[src/rtl/apb_gpio_ctrl_pkg.sv]
// Shared definitions for the APB GPIO slave: register offsets, bus FSM states
// and the byte-strobe merge helper used by every writable register.
package apb_gpio_pkg;

    localparam int APB_DW = 32;

    localparam logic [7:0] OFS_OUT      = 8'h00;
    localparam logic [7:0] OFS_DIR      = 8'h04;
    localparam logic [7:0] OFS_IN       = 8'h08;
    localparam logic [7:0] OFS_RISE_EN  = 8'h0C;
    localparam logic [7:0] OFS_FALL_EN  = 8'h10;
    localparam logic [7:0] OFS_IRQ_EN   = 8'h14;
    localparam logic [7:0] OFS_IRQ_STAT = 8'h18;

    typedef enum logic [1:0] {IDLE, SETUP, ACCESS} apb_state_e;

    function automatic logic [APB_DW-1:0] strb_mask(input logic [3:0] strb);
        logic [APB_DW-1:0] mask;
        mask = '0;
        for (int k = 0; k < 4; k++) begin
            mask[8*k +: 8] = {8{strb[k]}};
        end
        return mask;
    endfunction

    // Old value keeps every byte lane whose strobe is low.
    function automatic logic [APB_DW-1:0] merge_strb(input logic [APB_DW-1:0] old,
                                                     input logic [APB_DW-1:0] wdata,
                                                     input logic [3:0]        strb);
        logic [APB_DW-1:0] mask;
        mask = strb_mask(strb);
        return (old & ~mask) | (wdata & mask);
    endfunction

endpackage

[src/rtl/apb_gpio_ctrl_sync_edge.sv]
// Multi-flop synchroniser for asynchronous pad inputs plus rising/falling edge
// detection on the synchronised value.
module gpio_sync_edge #(
    parameter int W      = 32,
    parameter int STAGES = 2
) (
    input  logic         clk,
    input  logic         rst,
    input  logic [W-1:0] async_in,
    output logic [W-1:0] level,
    output logic [W-1:0] rise,
    output logic [W-1:0] fall
);

    logic [W-1:0] chain [STAGES];
    logic [W-1:0] s;
    logic [W-1:0] s_d;

    always_ff @(posedge clk) begin
        if (rst) begin
            for (int i = 0; i < STAGES; i++) begin
                chain[i] <= '0;
            end
            s_d <= '0;
        end else begin
            chain[0] <= async_in;
            for (int i = 1; i < STAGES; i++) begin
                chain[i] <= chain[i-1];
            end
            s_d <= s;
        end
    end

    assign s = chain[STAGES-1];
    // level is the delayed copy so IN changes on the same edge as IRQ_STAT.
    assign level = s_d;
    assign rise  = s & ~s_d;
    assign fall  = ~s & s_d;

endmodule

[src/rtl/apb_gpio_ctrl.sv]
// APB4 GPIO slave: bus FSM with wait states, strobed register file, W1C edge
// interrupt status and error decode.
module apb_gpio_ctrl
    import apb_gpio_pkg::*;
#(
    parameter int GPIO_W      = 32,
    parameter int ADDR_W      = 8,
    parameter int WAIT_STATES = 0,
    parameter int SYNC_STAGES = 2
) (
    input  logic              PCLK,
    input  logic              PRESET,
    input  logic              PSEL,
    input  logic              PENABLE,
    input  logic              PWRITE,
    input  logic [ADDR_W-1:0] PADDR,
    input  logic [31:0]       PWDATA,
    input  logic [3:0]        PSTRB,
    output logic [31:0]       PRDATA,
    output logic              PREADY,
    output logic              PSLVERR,
    input  logic [GPIO_W-1:0] gpio_i,
    output logic [GPIO_W-1:0] gpio_o,
    output logic [GPIO_W-1:0] gpio_oe,
    output logic              irq_o
);

    localparam logic [2:0] WAIT_INIT = 3'(WAIT_STATES);

    apb_state_e        state, state_next;
    logic [2:0]        cnt, cnt_next;
    logic              ready, addr_err, wr_en, rd_en;
    logic [GPIO_W-1:0] out_q, dir_q, rise_en_q, fall_en_q, irq_en_q, irq_stat_q;
    logic [GPIO_W-1:0] in_sync, rise, fall, edge_set, w1c_clr;
    logic [APB_DW-1:0] rdata_raw;

    gpio_sync_edge #(.W(GPIO_W), .STAGES(SYNC_STAGES)) u_sync (
        .clk      (PCLK),
        .rst      (PRESET),
        .async_in (gpio_i),
        .level    (in_sync),
        .rise     (rise),
        .fall     (fall)
    );

    always_ff @(posedge PCLK) begin
        if (PRESET) begin
            state <= IDLE;
            cnt   <= '0;
        end else begin
            state <= state_next;
            cnt   <= cnt_next;
        end
    end

    always_comb begin
        state_next = state;
        cnt_next   = cnt;
        case (state)
            IDLE: if (PSEL && !PENABLE) state_next = SETUP;
            SETUP: begin
                if (!PSEL) begin
                    state_next = IDLE;
                end else if (PENABLE) begin
                    state_next = ACCESS;
                    cnt_next   = WAIT_INIT;
                end
            end
            ACCESS: begin
                if (!PSEL) begin
                    state_next = IDLE;
                end else if (cnt == '0) begin
                    state_next = (PSEL && !PENABLE) ? SETUP : IDLE;
                end else begin
                    cnt_next = cnt - 3'd1;
                end
            end
            default: state_next = IDLE;
        endcase
    end

    assign ready    = (state == ACCESS) && (cnt == '0);
    assign addr_err = (PADDR[1:0] != 2'b00) || (PADDR > ADDR_W'(OFS_IRQ_STAT)) ||
                      (PWRITE && (PADDR == ADDR_W'(OFS_IN)));
    assign wr_en    = PSEL && PENABLE && ready && PWRITE && !addr_err;
    assign rd_en    = PSEL && PENABLE && ready && !PWRITE && !addr_err;

    assign edge_set = (rise & rise_en_q) | (fall & fall_en_q);
    assign w1c_clr  = (wr_en && (PADDR == ADDR_W'(OFS_IRQ_STAT)))
                      ? GPIO_W'(PWDATA & strb_mask(PSTRB)) : '0;

    always_ff @(posedge PCLK) begin
        if (PRESET) begin
            out_q      <= '0;
            dir_q      <= '0;
            rise_en_q  <= '0;
            fall_en_q  <= '0;
            irq_en_q   <= '0;
            irq_stat_q <= '0;
        end else begin
            if (wr_en) begin
                case (PADDR)
                    ADDR_W'(OFS_OUT):     out_q     <= GPIO_W'(merge_strb(APB_DW'(out_q), PWDATA, PSTRB));
                    ADDR_W'(OFS_DIR):     dir_q     <= GPIO_W'(merge_strb(APB_DW'(dir_q), PWDATA, PSTRB));
                    ADDR_W'(OFS_RISE_EN): rise_en_q <= GPIO_W'(merge_strb(APB_DW'(rise_en_q), PWDATA, PSTRB));
                    ADDR_W'(OFS_FALL_EN): fall_en_q <= GPIO_W'(merge_strb(APB_DW'(fall_en_q), PWDATA, PSTRB));
                    ADDR_W'(OFS_IRQ_EN):  irq_en_q  <= GPIO_W'(merge_strb(APB_DW'(irq_en_q), PWDATA, PSTRB));
                    default: ;
                endcase
            end
            // A new edge in the same cycle as a W1C clear must not be lost.
            irq_stat_q <= (irq_stat_q & ~w1c_clr) | edge_set;
        end
    end

    always_comb begin
        rdata_raw = '0;
        case (PADDR)
            ADDR_W'(OFS_OUT):      rdata_raw = APB_DW'(out_q);
            ADDR_W'(OFS_DIR):      rdata_raw = APB_DW'(dir_q);
            ADDR_W'(OFS_IN):       rdata_raw = APB_DW'(in_sync);
            ADDR_W'(OFS_RISE_EN):  rdata_raw = APB_DW'(rise_en_q);
            ADDR_W'(OFS_FALL_EN):  rdata_raw = APB_DW'(fall_en_q);
            ADDR_W'(OFS_IRQ_EN):   rdata_raw = APB_DW'(irq_en_q);
            ADDR_W'(OFS_IRQ_STAT): rdata_raw = APB_DW'(irq_stat_q);
            default:               rdata_raw = '0;
        endcase
    end

    assign PRDATA  = rd_en ? rdata_raw : '0;
    assign PREADY  = ready;
    assign PSLVERR = ready && addr_err;
    assign gpio_o  = out_q;
    assign gpio_oe = dir_q;
    assign irq_o   = |(irq_stat_q & irq_en_q);

endmodule

[config.mk]
export PLATFORM = sky130hd
export DESIGN_NAME = apb_gpio_ctrl
export DESIGN_NICKNAME = d
export VERILOG_FILES = /design/src/rtl/apb_gpio_ctrl_pkg.sv /design/src/rtl/apb_gpio_ctrl_sync_edge.sv /design/src/rtl/apb_gpio_ctrl.sv
export SDC_FILE = /design/constraint.sdc
export NUM_CORES = 1
export LEC_CHECK = 0
export ABC_CLOCK_PERIOD_IN_PS = 2300
export BUFFER_PORTS_ARGS = -buffer_cell sky130_fd_sc_hd__buf_2
export CORE_AREA = 2 2 241 243
export CTS_CLUSTER_SIZE = 28
export DETAILED_ROUTE_END_ITERATION = 6
export DIE_AREA = 0 0 243 245
export SETUP_SLACK_MARGIN = 0.4
export SKIP_CTS_REPAIR_TIMING = 1
export SYNTH_ARGS = -nofsm -noshare
export SYNTH_HDL_FRONTEND = slang
export SYNTH_SLANG_ARGS = --single-unit
[constraint.sdc]
create_clock -name PCLK -period 2.3 [get_ports PCLK]
set_input_delay 0.23 -clock PCLK [delete_from_list [all_inputs] [get_ports PCLK]]
set_output_delay 0.23 -clock PCLK [all_outputs]
set_load 0.02 [all_outputs]
==> results.toml, run 1 <==
[run_status]
outcome = "complete, but fails checks"
violations = "negative hold slack, negative setup slack"

[synthesis]
yosysTopAreaCell = "dfxtp_1"
synth_ff_type = "dfxtp_1"
synth_area_um2 = 13000
async_flop_share = 0
syn_avg_cell_area_um2 = 10.0
synth_edf_count = 0
ys_warn_count = 0
synth_common_cells = "293 x dfxtp_1, 160 x mux2i_1, 130 x nand2b_1"
synthAdderAreaFrac = 0.00192
yosysUniqueCellTypes = 44
syn-num-nets = 1382
synth.area.top_cells = "dfxtp_1 45%, mux2i_1 12%, nand2b_1 6.2%, mux4_2 5.5%, nor2b_1 4.9%"
synthMostInstantiatedCell = "dfxtp_1"
synth_xor_xnor_area_share = 0.000673
synth_top_area_share = 0.451
synth_mux_area_frac = 0.178
synth-compound-area-share = 0.0996
ys_seq_area_frac = 0.451
synthCells = 1299
synth-seq-cells = 293
synth_top_family_by_area = "simple AND/OR/NAND/NOR gates"
synthSimpleGateAreaFrac = 0.230

[critical_path]
cp-start-kind = "flop"
rr_worst_depth = 11
cp.required_ns = 2.07
path_cells = "inv_2 -> ha_4 -> nand4bb_4 -> inv_4 -> and4b_4 -> buf_12 -> o2bb2ai_4 -> buf_6"
cp_slowest_cell = "and4b_4"
slowest_delay_ns = 0.36
crit_arrival_ns = 2.15
cp_max_fo = 5
crit_type = "flop to output pin"
endpoint_kind = "output pin"

[layout]
fin_cells = 2372
fillCellCount = 5901
drive_gt1_frac = 0.266
fin_util = 0.316
fin_nets = 1663
multi_input_area_um2 = 7320
stdcell_area_um2 = 18000
regArea_um2 = 5880
area_growth_pct = 38.6

[sta]
period_minus_slack_ns = 2.38
max-slew-margin-rel = 0.428
hold_violations = 1
fin_crit_sh = 1.04
hold_ws_ns = -0.00275
setup_tns_ns = -1.39
finalWorstSetupSlack_ns = -0.0839
skew_ns = 0.0151
fmax_ghz = 0.419
rsz0062_at_grt = "yes"
drv_slew = 0
setup_viol_count_final = 32
tightestPinTransition_ns = 0.856

[pwr]
power_density_nw_per_um2 = 609
p_leak_nw = 7.46
power_mw = 11.0
ir_drop_uv = 540

[global_route]
grt_pass1_vias = 10500
grt_pass1_wl_um = 67600
grt_usage = 0.148
grt_max_degree = 68
grt-ovfl-total = 0
antenna_found_initial = 7

[drt]
dr.pass1.iters = 5
drc = 0
via_count = 11000
wl_per_cell_um = 19.6
drt-initial-drc-count = 699
drt-total-wl_um = 46500
viasPerCell = 4.66
drt.antenna.violating_nets = 0

[floorplan]
coreArea_um2 = 57000
die-area_um2 = 59500
rows = 88
ios = 180
chipHeight_um = 245
fp.dieW_um = 243
initial_core_util = 0.228

[placement]
hpwl_um = 34100
gp_congestion = 0.813
dpl.cell_count = 2222
dp_slack_ns = 0.0641
dpl_cell_area_um2 = 15600
io_buffers = 179

[clock_network]
tritoncts = "done"
cts_root_buf = "clkbuf_16"
cts_buffers = 31
clk_path_buf_depth = 3
clk_pin_slew_ns = 0.06
cts.htree.levels = 1
cts_sinks = 293
clock_latency_ns = 0.57

[worst_hold_path]
hp-class = "input port to flop"
hold_depth = 3

[job]
maxCapViolations = 0
==> path summary, 6_finish.rpt <==
path	from	to	slack, ns
max	cnt[1]	PRDATA[16]	-0.08
min	PWDATA[5]	flop	-0.003
max reg2reg	cnt[1]	flop	0.24
min reg2reg	u_sync.chain[0][21]	u_sync.chain[0][53]	0.44
==> metal layers <==
metal	routed length [µm]	up-vias	GRT usage
met2	22300	331	0.254
met1	20500	5431	0.194
met4	1050	6	0.0281
met5	32	-	0
li1	-	5214	-
met3	2690	67	0.0311
==> cell type report <==
class / count / share of cell area
clock buffer: 50 / 0.0525
timing repair buffer: 331 / 0.149
clock inverter: 7 / 0.00492
inverter: 38 / 0.00805
tap: 765 / 0.0531
multi-input combinational: 885 / 0.406
sequential: 293 / 0.326
antenna: 3 / 0.000416
==> report_power, final <==
group          switching (mW)  internal, mW  leakage (nW)
clock network            2.08          3.02         0.513
registers              0.0355          5.14          2.38
logic                   0.377         0.333          4.57
==> cell families after synthesis <==
logic type / count (synthesis)
XOR/XNOR: 1
multiplexers: 192
buffers and inverters: 121
adder cells (fa/ha/maj): 2
AND/OR/NAND/NOR: 473
flip-flops: 293
AO/OA/AOI/OAI: 217
==> critical path: cells and delay by family (launching register included) <==
kind,cells,cell delay (ns)
AO/OA/AOI/OAI,1,0.12
adder cells (fa/ha/maj),1,0.15
buffers and inverters,4,0.48
AND/OR/NAND/NOR,2,0.49
flip-flops,1,0.32
==> layout by cell type (no fill, tap or decap), drive strengths merged, types with 16 or more instances in the layout <==
cell	instances
dfxtp	293
buf	265
mux2i	160
nand2b	130
nor2b	103
o21ai	67
a21oi	66
nand3b	65
dlygate4sd3	64
clkbuf	52
nor2	48
nand4	44
nand2	44
inv	39
a31oi	33
mux4	32
o2bb2ai	32
a22oi	16
No activity file was read; power rests on OpenSTA's default activity.
==> run 2: changes to the inputs <==
--- a/config.mk
+++ b/config.mk
@@ -5,12 +5,16 @@
 export SDC_FILE = /design/constraint.sdc
 export NUM_CORES = 1
 export LEC_CHECK = 0
+export ABC_AREA = 1
 export ABC_CLOCK_PERIOD_IN_PS = 2300
 export BUFFER_PORTS_ARGS = -buffer_cell sky130_fd_sc_hd__buf_2
-export CORE_AREA = 2 2 241 243
+export CELL_PAD_IN_SITES_DETAIL_PLACEMENT = 1
+export CELL_PAD_IN_SITES_GLOBAL_PLACEMENT = 1
+export CORE_AREA = 2 2 245 247
 export CTS_CLUSTER_SIZE = 28
 export DETAILED_ROUTE_END_ITERATION = 6
-export DIE_AREA = 0 0 243 245
+export DIE_AREA = 0 0 247 249
+export PLACE_DENSITY_LB_ADDON = 0.1
 export SETUP_SLACK_MARGIN = 0.4
 export SKIP_CTS_REPAIR_TIMING = 1
 export SYNTH_ARGS = -nofsm -noshare
==> results.toml, run 2 <==
[run_status]
outcome = "complete, but fails checks"
violations = "negative setup slack"

[synthesis]
synth_top_family_by_area = "simple AND/OR/NAND/NOR gates"
syn-num-nets = 2102
synth_top_area_share = 0.439
synth.area.top_cells = "dfxtp_1 44%, nor2_1 13%, nand2_1 13%, inv_1 6.3%, nand3_1 6.2%"
synthCells = 2019
synth_xor_xnor_area_share = 0
ys_warn_count = 0
async_flop_share = 0
synth_ff_type = "dfxtp_1"
ys_seq_area_frac = 0.439
synthSimpleGateAreaFrac = 0.386
synth_area_um2 = 13400
synthAdderAreaFrac = 0.00187
synth_common_cells = "463 x nor2_1, 457 x nand2_1, 293 x dfxtp_1"
yosysUniqueCellTypes = 30
yosysTopAreaCell = "dfxtp_1"
synth-compound-area-share = 0.0743
synthMostInstantiatedCell = "nor2_1"
syn_avg_cell_area_um2 = 6.62
synth-seq-cells = 293
synth_mux_area_frac = 0
synth_edf_count = 0

[sta]
setup_viol_count_final = 32
hold_violations = 0
finalWorstSetupSlack_ns = -0.191
fin_crit_sh = 1.08
max-slew-margin-rel = 0.479
tightestPinTransition_ns = 0.782
period_minus_slack_ns = 2.49
skew_ns = 0.0199
setup_tns_ns = -5.07
drv_slew = 0
fmax_ghz = 0.401
rsz0062_at_grt = "yes"

[layout]
fin_nets = 2353
num_antenna_cells = 0
stdcell_area_um2 = 18300
fin_cells = 3066
drive_gt1_frac = 0.196
layout_common_cells = "456 x nor2_1, 447 x nand2_1, 288 x dfxtp_1"
final_common_cell = "nor2_1"
area_growth_pct = 37.0

[clock_network]
cts_root_buf = "clkbuf_16"
clk_path_buf_depth = 3
cts_sinks = 293
cts_buffers = 40
clock_latency_ns = 0.56
clk_pin_slew_ns = 0.06
tritoncts = "done"
cts.htree.levels = 2

[critical_path]
cp.required_ns = 2.07
endpoint_kind = "output pin"
cp-start-kind = "flop"
slowest_delay_ns = 0.31
crit_arrival_ns = 2.26
cp_max_fo = 7
rr_worst_depth = 15
path_cells = "inv_2 -> ha_4 -> inv_2 -> nor2_4 -> nand3b_1 -> nor2_4 -> nand2_8 -> clkbuf_16 -> a21oi_4 -> buf_6"
crit_type = "flop to output pin"
cp_slowest_cell = "dfxtp_2"

[drt]
viasPerCell = 4.45
via_count = 13600
wl_per_cell_um = 18.8
drt.antenna.violating_nets = 0
dr.pass1.iters = 5
drt-initial-drc-count = 539
drc = 0
drt-total-wl_um = 57600

[global_route]
grt_max_degree = 133
grt_pass1_vias = 13800
grt_pass1_wl_um = 84500
antenna_found_initial = 0
grt_usage = 0.181
grtUsageMet1 = 0.235
met3_usage = 0.0292
grt-ovfl-total = 0
grt.busiest_layer = "met2"
met2_usage = 0.312

[worst_hold_path]
hold_depth = 4
hp-class = "input port to flop"

[pwr]
power_mw = 11.7
ir_drop_uv = 434
p_leak_nw = 7.62
power_density_nw_per_um2 = 639

[placement]
hpwl_um = 38700
gp_congestion = 0.760
dpl.cell_count = 2951
dp_slack_ns = 0.0968
io_buffers = 179
dpl_cell_area_um2 = 15900

[job]
maxCapViolations = 0

[floorplan]
initial_core_util = 0.228
fp.dieW_um = 247
chipHeight_um = 249
ios = 180
die-area_um2 = 61500
rows = 89
coreArea_um2 = 58700
-- run 2: cell types whose count changed in the layout (fill, tap and decap cells not counted), sizes merged, moves of 32 or more --
cell / previous run / this run
nor2: 48 / 498
nand2: 44 / 457
inv: 39 / 234
nand3: 7 / 171
mux2i: 160 / 0
nand2b: 130 / 0
nor2b: 103 / 0
nand3b: 65 / 1
a21oi: 66 / 99
mux4: 32 / 0
o2bb2ai: 32 / 0
-- run 2: area by class of cell --
type	instances	area, µm²
clock buffer	62	1190
clock inverter	3	15.0
fill	7229	40400
inverter	235	885
multi-input combinational	1391	6640
sequential	293	5870
tap	773	967
timing repair buffer	309	2750
-- run 2: worst max-delay path, delay by kind of cell (launching register included) --
family,cells,cell delay [ns]
fa+ha+maj,1,0.13
flops,1,0.31
simple gates,4,0.62
compound gates,1,0.14
buf+inv,4,0.50
-- run 2: path summary, 6_finish.rpt --
check	to	from	slack (ns)
worst min register to register	u_sync.chain[0][46]	u_sync.chain[0][14]	0.39
worst max-delay path	PRDATA[4]	cnt[0]	-0.19
worst min-delay path	flop	PSTRB[0]	0.1
worst max register to register	flop	cnt[0]	0.13
-- run 2: where the power goes --
part | leakage (nW) | switching (mW) | internal (mW)
Combinational | 4.65 | 0.433 | 0.209
Sequential | 2.38 | 0.0289 | 5.15
Clock | 0.596 | 2.36 | 3.53
-- run 2: cells by family after synthesis --
kind of cell               after synthesis
DFF                                    293
buffers and inverters                  335
AOI/OAI and AO/OA                      186
and+or+nand+nor                       1203
adders and majority gates                2
-- run 2: per-stage QoR --
step	hold slack, ns	utilization
2_1_floorplan	0.307	-
3_3_place_gp	0.392	0.270
3_5_place_dp	0.399	0.270
4_1_cts	-0.178	0.291
5_1_grt	0.104	0.312
6_report	0.0958	0.312
-- run 2: routing by layer --
metal	wire length, µm	vias to the layer above
met5	0	-
met4	1010	0
met3	2150	56
met2	27800	202
met1	26600	6555
li1	-	6821
==> run 3: changes to the inputs <==
--- a/config.mk
+++ b/config.mk
@@ -14,7 +14,7 @@
 export CTS_CLUSTER_SIZE = 28
 export DETAILED_ROUTE_END_ITERATION = 6
 export DIE_AREA = 0 0 247 249
-export PLACE_DENSITY_LB_ADDON = 0.1
+export PLACE_DENSITY = 0.62
 export SETUP_SLACK_MARGIN = 0.4
 export SKIP_CTS_REPAIR_TIMING = 1
 export SYNTH_ARGS = -nofsm -noshare
==> results.toml, run 3 (same netlist as run 2, synthesis figures left out) <==
[worst_hold_path]
hold_depth = 5
hp-class = "input port to flop"

[pwr]
p_leak_nw = 7.51
power_mw = 11.4
ir_drop_uv = 499
power_density_nw_per_um2 = 625

[drt]
viasPerCell = 4.58
via_count = 14000
drt-total-wl_um = 57400
drt-initial-drc-count = 719
wl_per_cell_um = 18.8
drt.antenna.violating_nets = 0
dr.pass1.iters = 4
drc = 0

[sta]
setup_tns_ns = -5.89
max-slew-margin-rel = 0.449
skew_ns = 0.0169
period_minus_slack_ns = 2.53
fmax_ghz = 0.395
tightestPinTransition_ns = 0.827
fin_crit_sh = 1.10
drv_slew = 0
hold_ws_ns = 0.0800
setup_viol_count_final = 32
finalWorstSetupSlack_ns = -0.230
rsz0062_at_grt = "yes"
hold_violations = 0

[clock_network]
tritoncts = "done"
cts_sinks = 293
cts_buffers = 36
cts.htree.levels = 2
clock_latency_ns = 0.56
clk_path_buf_depth = 3
cts_root_buf = "clkbuf_16"
clk_pin_slew_ns = 0.06

[layout]
num_antenna_cells = 0
final_common_cell = "nor2_1"
drive_gt1_frac = 0.185
area_growth_pct = 35.9
fillCellCount = 7202
layout_common_cells = "460 x nor2_1, 456 x nand2_1, 292 x dfxtp_1"
fin_util = 0.310
fin_nets = 2342

[placement]
io_buffers = 179
gp_congestion = 0.820
hpwl_um = 37300
dp_slack_ns = 0.0348

[global_route]
antenna_found_initial = 1
grt_pass1_vias = 14100
grt-ovfl-total = 0
grt_max_degree = 133
grt_pass1_wl_um = 82500
grt_usage = 0.175

[floorplan]
chipHeight_um = 249
coreArea_um2 = 58700
fp.dieW_um = 247
ios = 180
die-area_um2 = 61500
initial_core_util = 0.228
rows = 89

[run_status]
outcome = "complete, but fails checks"
violations = "negative setup slack"

[critical_path]
rr_worst_depth = 14
cp_slowest_cell = "dfxtp_1"
crit_type = "flop to output pin"
crit_arrival_ns = 2.30
path_cells = "inv_2 -> ha_4 -> inv_2 -> nor2_4 -> nand3b_1 -> nor2_4 -> nand2_4 -> clkbuf_16 -> a21oi_4 -> buf_6"
cp.required_ns = 2.07
cp_max_fo = 6
slowest_delay_ns = 0.31
endpoint_kind = "output pin"
cp-start-kind = "flop"
crit_cells = 10
worst-path-buf-inv = 4
crit_family = "simple AND/OR/NAND/NOR gates"

[job]
maxCapViolations = 0
## run 3: area by class of cell
cell class,count,area [µm²],area share
multi-input combinational,1391,6580,0.362
sequential,293,5870,0.323
timing repair buffer,302,2770,0.152
clock buffer,52,1030,0.0568
tap,773,967,0.0532
inverter,235,887,0.0488
clock inverter,9,76.3,0.00420
## run 3: worst paths after layout
check | slack [ns] | end | startpoint
worst max-delay path | -0.23 | PRDATA[26] | cnt[1]
worst min-delay path | 0.08 | flop | PWDATA[15]
worst max register to register | 0.09 | flop | cnt[1]
worst min register to register | 0.40 | u_sync.chain[0][47] | u_sync.chain[0][15]
## run 3: report_power, final
group          internal, mW  switching, mW
clock                  3.22           2.33
sequential             5.14         0.0286
combinational         0.205          0.432
## run 3: stage by stage
| step | area [µm²] | cells |
|---|---|---|
| after floorplan | 13400 | 2019 |
| after global placement | 15700 | 2932 |
| after detailed placement | 15700 | 2932 |
| after CTS | 16800 | 2993 |
| after global routing | 18200 | 3055 |
| final | 18200 | 3055 |
## run 3: metal layers
metal  up-vias  global-route usage  share of wire
li1       6799                   -              -
met1      6803               0.219           0.44
met2       309               0.298           0.48
met3        96              0.0349          0.052
met4         0              0.0563          0.027
met5         -                   0              0
## run 3: worst reg2reg max path, stage by stage (launching register included)
cell	delay, ns
dfxtp_1	0.31
inv_2	0.08
ha_4	0.13
inv_2	0.04
nor2_4	0.08
nand3b_1	0.17
buf_4	0.18
nor2_2	0.15
nand3_4	0.14
buf_4	0.18
nor2_4	0.22
clkbuf_16	0.23
nand3_1	0.08
nand2_1	0.08
nor2_1	0.04
